**config.mk**
```make
export PLATFORM = sky130hd
export DESIGN_NAME = tqvp_bus_initiator
export DESIGN_NICKNAME = d
export VERILOG_FILES = /design/src/rtl/tqvp_bus_initiator.sv
export SDC_FILE = /design/constraint.sdc
export NUM_CORES = 1
export LEC_CHECK = 0
export CAP_MARGIN = 25
export CORE_UTILIZATION = 44
export DETAILED_ROUTE_END_ITERATION = 10
export PLACE_DENSITY_LB_ADDON = 0.08
export SLEW_MARGIN = 10
export SYNTH_ARGS = -nofsm -noshare
export SYNTH_HDL_FRONTEND = slang
export SYNTH_SLANG_ARGS = --single-unit
```
**constraint.sdc**
```tcl
create_clock -name clk -period 2 [get_ports clk]
set_input_delay 0.4 -clock clk [delete_from_list [all_inputs] [get_ports clk]]
set_output_delay 0.4 -clock clk [all_outputs]
set_load 0.02 [all_outputs]
```
**src/rtl/tqvp_bus_initiator.sv**
```systemverilog
// rtl/tqvp_bus_initiator.sv - TinyQV peripheral bus initiator: one read/write command in flight, one response out
// All outputs are flops; next values are computed from the request, the state and data_ready.
module tqvp_bus_initiator #(
   parameter int TIMEOUT_CYCLES = 255
) (
   input  logic        clk,
   input  logic        rst,
   input  logic        req_valid,
   output logic        req_ready,
   input  logic        req_write,
   input  logic [1:0]  req_size,
   input  logic [5:0]  req_addr,
   input  logic [31:0] req_wdata,
   output logic        resp_valid,
   input  logic        resp_ready,
   output logic [31:0] resp_rdata,
   output logic        resp_error,
   output logic        resp_timeout,
   output logic [5:0]  address,
   output logic [31:0] data_in,
   output logic [1:0]  data_write_n,
   output logic [1:0]  data_read_n,
   input  logic [31:0] data_out,
   input  logic        data_ready
);

   typedef enum logic [1:0] {IDLE, WRITE, READ, RESP} state_t;

   localparam logic [7:0] CNT_LAST = 8'(TIMEOUT_CYCLES - 1);

   state_t      state_q, state_d;
   logic [7:0]  cnt_q, cnt_d;
   logic [1:0]  size_q, size_d;
   logic        req_ready_q, req_ready_d;
   logic        resp_valid_q, resp_valid_d;
   logic [31:0] resp_rdata_q, resp_rdata_d;
   logic        resp_error_q, resp_error_d;
   logic        resp_timeout_q, resp_timeout_d;
   logic [5:0]  address_q, address_d;
   logic [31:0] data_in_q, data_in_d;
   logic [1:0]  data_write_n_q, data_write_n_d;
   logic [1:0]  data_read_n_q, data_read_n_d;
   logic [31:0] rdata_masked;

   always_comb begin
      case (size_q)
         2'b00:   rdata_masked = {24'h0, data_out[7:0]};
         2'b01:   rdata_masked = {16'h0, data_out[15:0]};
         default: rdata_masked = data_out;
      endcase
   end

   always_comb begin
      state_d        = state_q;
      cnt_d          = cnt_q;
      size_d         = size_q;
      req_ready_d    = req_ready_q;
      resp_valid_d   = resp_valid_q;
      resp_rdata_d   = resp_rdata_q;
      resp_error_d   = resp_error_q;
      resp_timeout_d = resp_timeout_q;
      address_d      = address_q;
      data_in_d      = data_in_q;
      data_write_n_d = data_write_n_q;
      data_read_n_d  = data_read_n_q;

      case (state_q)
         IDLE: begin
            if (req_valid && req_ready_q) begin
               size_d      = req_size;
               cnt_d       = 8'h0;
               req_ready_d = 1'b0;
               // Illegal size never touches the bus; address keeps its last value.
               if (req_size == 2'b11) begin
                  state_d      = RESP;
                  resp_valid_d = 1'b1;
                  resp_error_d = 1'b1;
               end else if (req_write) begin
                  state_d        = WRITE;
                  address_d      = req_addr;
                  data_in_d      = req_wdata;
                  data_write_n_d = req_size;
               end else begin
                  state_d       = READ;
                  address_d     = req_addr;
                  data_read_n_d = req_size;
               end
            end
         end
         WRITE: begin
            state_d        = RESP;
            data_in_d      = 32'h0;
            data_write_n_d = 2'b11;
            resp_valid_d   = 1'b1;
            resp_rdata_d   = 32'h0;
         end
         READ: begin
            if (data_ready) begin
               state_d       = RESP;
               data_read_n_d = 2'b11;
               resp_valid_d  = 1'b1;
               resp_rdata_d  = rdata_masked;
            end else if (cnt_q == CNT_LAST) begin
               state_d        = RESP;
               data_read_n_d  = 2'b11;
               resp_valid_d   = 1'b1;
               resp_timeout_d = 1'b1;
               resp_rdata_d   = 32'h0;
            end else begin
               cnt_d = cnt_q + 8'h1;
            end
         end
         RESP: begin
            if (resp_ready) begin
               state_d        = IDLE;
               req_ready_d    = 1'b1;
               resp_valid_d   = 1'b0;
               resp_rdata_d   = 32'h0;
               resp_error_d   = 1'b0;
               resp_timeout_d = 1'b0;
            end
         end
         default: state_d = IDLE;
      endcase
   end

   always_ff @(posedge clk) begin
      if (rst) begin
         state_q        <= IDLE;
         cnt_q          <= 8'h0;
         size_q         <= 2'b00;
         req_ready_q    <= 1'b1;
         resp_valid_q   <= 1'b0;
         resp_rdata_q   <= 32'h0;
         resp_error_q   <= 1'b0;
         resp_timeout_q <= 1'b0;
         address_q      <= 6'h0;
         data_in_q      <= 32'h0;
         data_write_n_q <= 2'b11;
         data_read_n_q  <= 2'b11;
      end else begin
         state_q        <= state_d;
         cnt_q          <= cnt_d;
         size_q         <= size_d;
         req_ready_q    <= req_ready_d;
         resp_valid_q   <= resp_valid_d;
         resp_rdata_q   <= resp_rdata_d;
         resp_error_q   <= resp_error_d;
         resp_timeout_q <= resp_timeout_d;
         address_q      <= address_d;
         data_in_q      <= data_in_d;
         data_write_n_q <= data_write_n_d;
         data_read_n_q  <= data_read_n_d;
      end
   end

   assign req_ready    = req_ready_q;
   assign resp_valid   = resp_valid_q;
   assign resp_rdata   = resp_rdata_q;
   assign resp_error   = resp_error_q;
   assign resp_timeout = resp_timeout_q;
   assign address      = address_q;
   assign data_in      = data_in_q;
   assign data_write_n = data_write_n_q;
   assign data_read_n  = data_read_n_q;

endmodule

```
==> results list <==
- The run finished with clean final reports.
- Filler cell count: 715
* Number of cell rows: 34
- At the worst endpoint, the required time is 1600 ps.
* Number of enable flip-flop cells after synthesis: 0
- The worst path in the final design needs a cycle of 1910 ps, including I/O delays and setup.
* Aggregate global-route resource usage: 21.4%
* Number of violations of the max-capacitance limit: 0
- The clock drives 90 sinks.
* FF-to-FF setup slack: 130 ps
- Crit path max fanout: 8
- The worst setup path is of the flop to primary output kind.
- The number of antenna violations at the first check in global routing came to 0.
- After synthesis, flip-flops and latches occupy 45.6% of the total area.
* Area of the core: 0.00872 sq mm
- The worst hold path belongs to the class primary input to flop.
* Routed via count divided by cell count: 5.24
- Multi-input gate area: 0.00190 sq mm
* CP endpoint kind: primary output
- Final estimated routing congestion in global placement: 0.790
- Entering global routing, the biggest net connects 37 pins.
- Number of iterations in the first detailed-routing pass: 4
* Clock transition at path regs: 90 ps
- H-tree Lvls: 3
* Global route total overflow: 0
- Peak per-stage delay on the critical path: 680 ps
* Standby leakage power: 2.09 nW
- Data on the critical path arrives at its endpoint at 1510 ps.
- In this run the power density over the cells is 965 mW/mm^2.
* Share of the clock period used by the worst path: 95.5%
* # setup viols final: 0
- Kind of cell adding the most delay to the critical path: buffers and inverters
- Buffers placed on the I/O ports in this run total 155.
- The number of hold buffers added after CTS was 0.
- Complex-gate fraction of the synthesized area: 22.0%
- The first global-routing pass estimated 16,600 um of wire.
- Synth Flop Type: dfxtp_1
- Summing the areas of all and, or, nand and nor instances in the mapped netlist gives 22.9% of the synthesized area.
- Share of cells above drive strength 1: 19.9%
- Max IR drop VDD: 524 uV
- In the final routed layout, each cell accounts on average for 14.3 um.
* Dominant combinational cell family by area after synthesis: simple AND/OR/NAND/NOR gates
* Final hold violation count: 0
- CTS tree: yes
- Boundary Pins: 156
* Clock tree root driver cell: clkbuf_8
- CP Cell Sequence: clkdlybuf4s50_1
* Number of distinct library cell variants in the gate-level netlist after synthesis: 54
- In this run, CTS created clock tree buffers numbering 9.
- On the final layout, the worst hold slack is 359 ps.
- Post-detailed-placement half-perimeter wirelength: 7240 um
- Initial cell density of the core: 45.3%
* Count of synthesis-stage warnings from yosys: 0
- Post-DRT Antenna Nets: 0
- From left edge to right edge, the die measures 96.8 um.
- In the synthesized netlist, mux cells make up 1.01% of the area.
* Commonest non-fill, non-tap cells in the layout: 154 x clkdlybuf4s50_1, 90 x dfxtp_1, 62 x nand2_1, 39 x o21ai_0, 33 x nand4_1
- Worst Setup Start Kind: flop
* Synthesized Nets: 503
* Via count: 3,650
* Sum of buffers and inverters on the critical path: 1
* Total inserted antenna cells: 0
- Final count of pins violating max slew: 0
- Between clock sinks in the finished design, the worst skew comes to 6.93 ps.
* Vertical extent of the die: 96.8 um
- Actual transition at the worst max-transition pin: 551 ps
- For this run, design rule violations remaining after detail routing come to 0.
- The synthesized netlist devotes 0% of its cell area to XOR and XNOR gates.
- Share of flip-flops with an asynchronous set or reset: 0%
- The number of global-route vias before repair is 3,507.
- The sequential cells in the finished layout cover a total of 0.00180 sq mm.
- After synthesis the netlist holds a flip-flop and latch count of 90.
- Synthesis produced a netlist whose cell count is 419.
- Avg Inst Size Synth: 9.43 sq um
- Die Outline Area: 0.00936 sq mm
- Timing analysis after detailed placement gives a worst setup slack of 13.0 ps.
- Slew margin rel.: 63.0%
* CP max-delay cell: clkdlybuf4s50_1
- Setup repair after global routing left no endpoint under its margin.
- Setup TNS Final: 0 ps
* Relative area change from synthesis to final layout: 48.5%
- Clock network latency to the later pin of the worst-skew pair: 350 ps
* F_max: 524 MHz
- The routed design has 10000 um of wire.
* Net count reported at finish: 668
* Worst-case setup margin in the final layout: 90.5 ps
* Violation count after the first detailed-routing iteration: 121
- Leaving out fill and tap cells, the most frequent cell in the layout is clkdlybuf4s50_1.
* Total standard cell area after synthesis: 0.00395 sq mm
- Synth Area in Adders: 1.90%
- Buffer levels on the longest clock path: 2
==> sequential cells by signal, indices dropped and copies added (netlist names) <==
name and flops:
data_read_n 2, resp_valid 1, resp_error 1, req_ready 1
size_q 2, state_q 2, data_in 32, address 6
resp_timeout 1, resp_rdata 32, data_write_n 2, cnt_q 8
==> routing by layer <==
metal / up-vias / wire length [um] / track usage, %
met5: - / 0 / 0
met4: 0 / 193 / 8.61
met3: 18 / 539 / 6.21
met2: 109 / 4720 / 34.1
met1: 1696 / 4540 / 27.2
li1: 1827 / - / -
==> through the flow <==
step / utilization [%] / instances / power, mW / cell area [sq um]
after floorplan: - / 419 / 3.59 / 3950
after global routing: 67.3 / 697 / 5.99 / 5870
after detailed placement: 65.1 / 681 / 4.51 / 5680
final: 67.3 / 697 / 5.66 / 5870
after CTS: 67.2 / 697 / 5.71 / 5860
after global placement: 65.1 / 681 / 4.47 / 5680
==> kinds of logic after synthesis <==
| family | Yosys count |
|---|---|
| AOI/OAI and AO/OA | 109 |
| adders and majority gates | 6 |
| buffers and inverters | 41 |
| DFF | 90 |
| muxes | 4 |
| and+or+nand+nor | 169 |
==> repair_timing <==
item,CTS,global route
setup buffers,0,0
endpoints found under the hold margin,0,0
setup endpoints to repair,0,18
resized for setup,0,1
==> final timing paths <==
path                  startpoint              to  cells past startpoint
setup reg to reg      state_q[0]  data_read_n[0]                      8
setup / recovery       req_ready       req_ready                      1
hold / removal               rst    resp_timeout                      2
hold reg to reg   resp_rdata[30]  resp_rdata[30]                      2
==> report_power, final <==
part / switching [mW] / internal [mW]
logic: 1.33 / 1.06
clock network: 0.629 / 0.570
registers: 0.110 / 1.96
==> cell type report <==
type | count | share of cell area (%)
Multi-Input combinational cell | 288 | 32.4
Tap cell | 108 | 2.30
Timing Repair Buffer | 186 | 30.8
Sequential cell | 90 | 30.7
Clock buffer | 10 | 2.18
Clock inverter | 6 | 0.981
Inverter | 9 | 0.576
==> cell usage after synthesis (all sizes together) (2+ instances only) <==
library cell  count  area, sq um
clkbuf           13         78.8
and3              6         37.5
nor4              2         12.5
o21a              2         15.0
a211o             3         26.3
inv               9         33.8
o21ai            41          209
a21oi            13         65.1
dfxtp            90         1800
nor2             39          221
nand2            62          233
nor2b             6         40.0
o221ai            2         17.5
or3               2         12.5
buf              18          138
nor3              6         30.0
ha                6         75.1
nand3             6         42.5
nand4            33          206
mux2i             4         40.0
nor3b             2         15.0
a22oi            32          390
(Power assumes the default switching activity.)
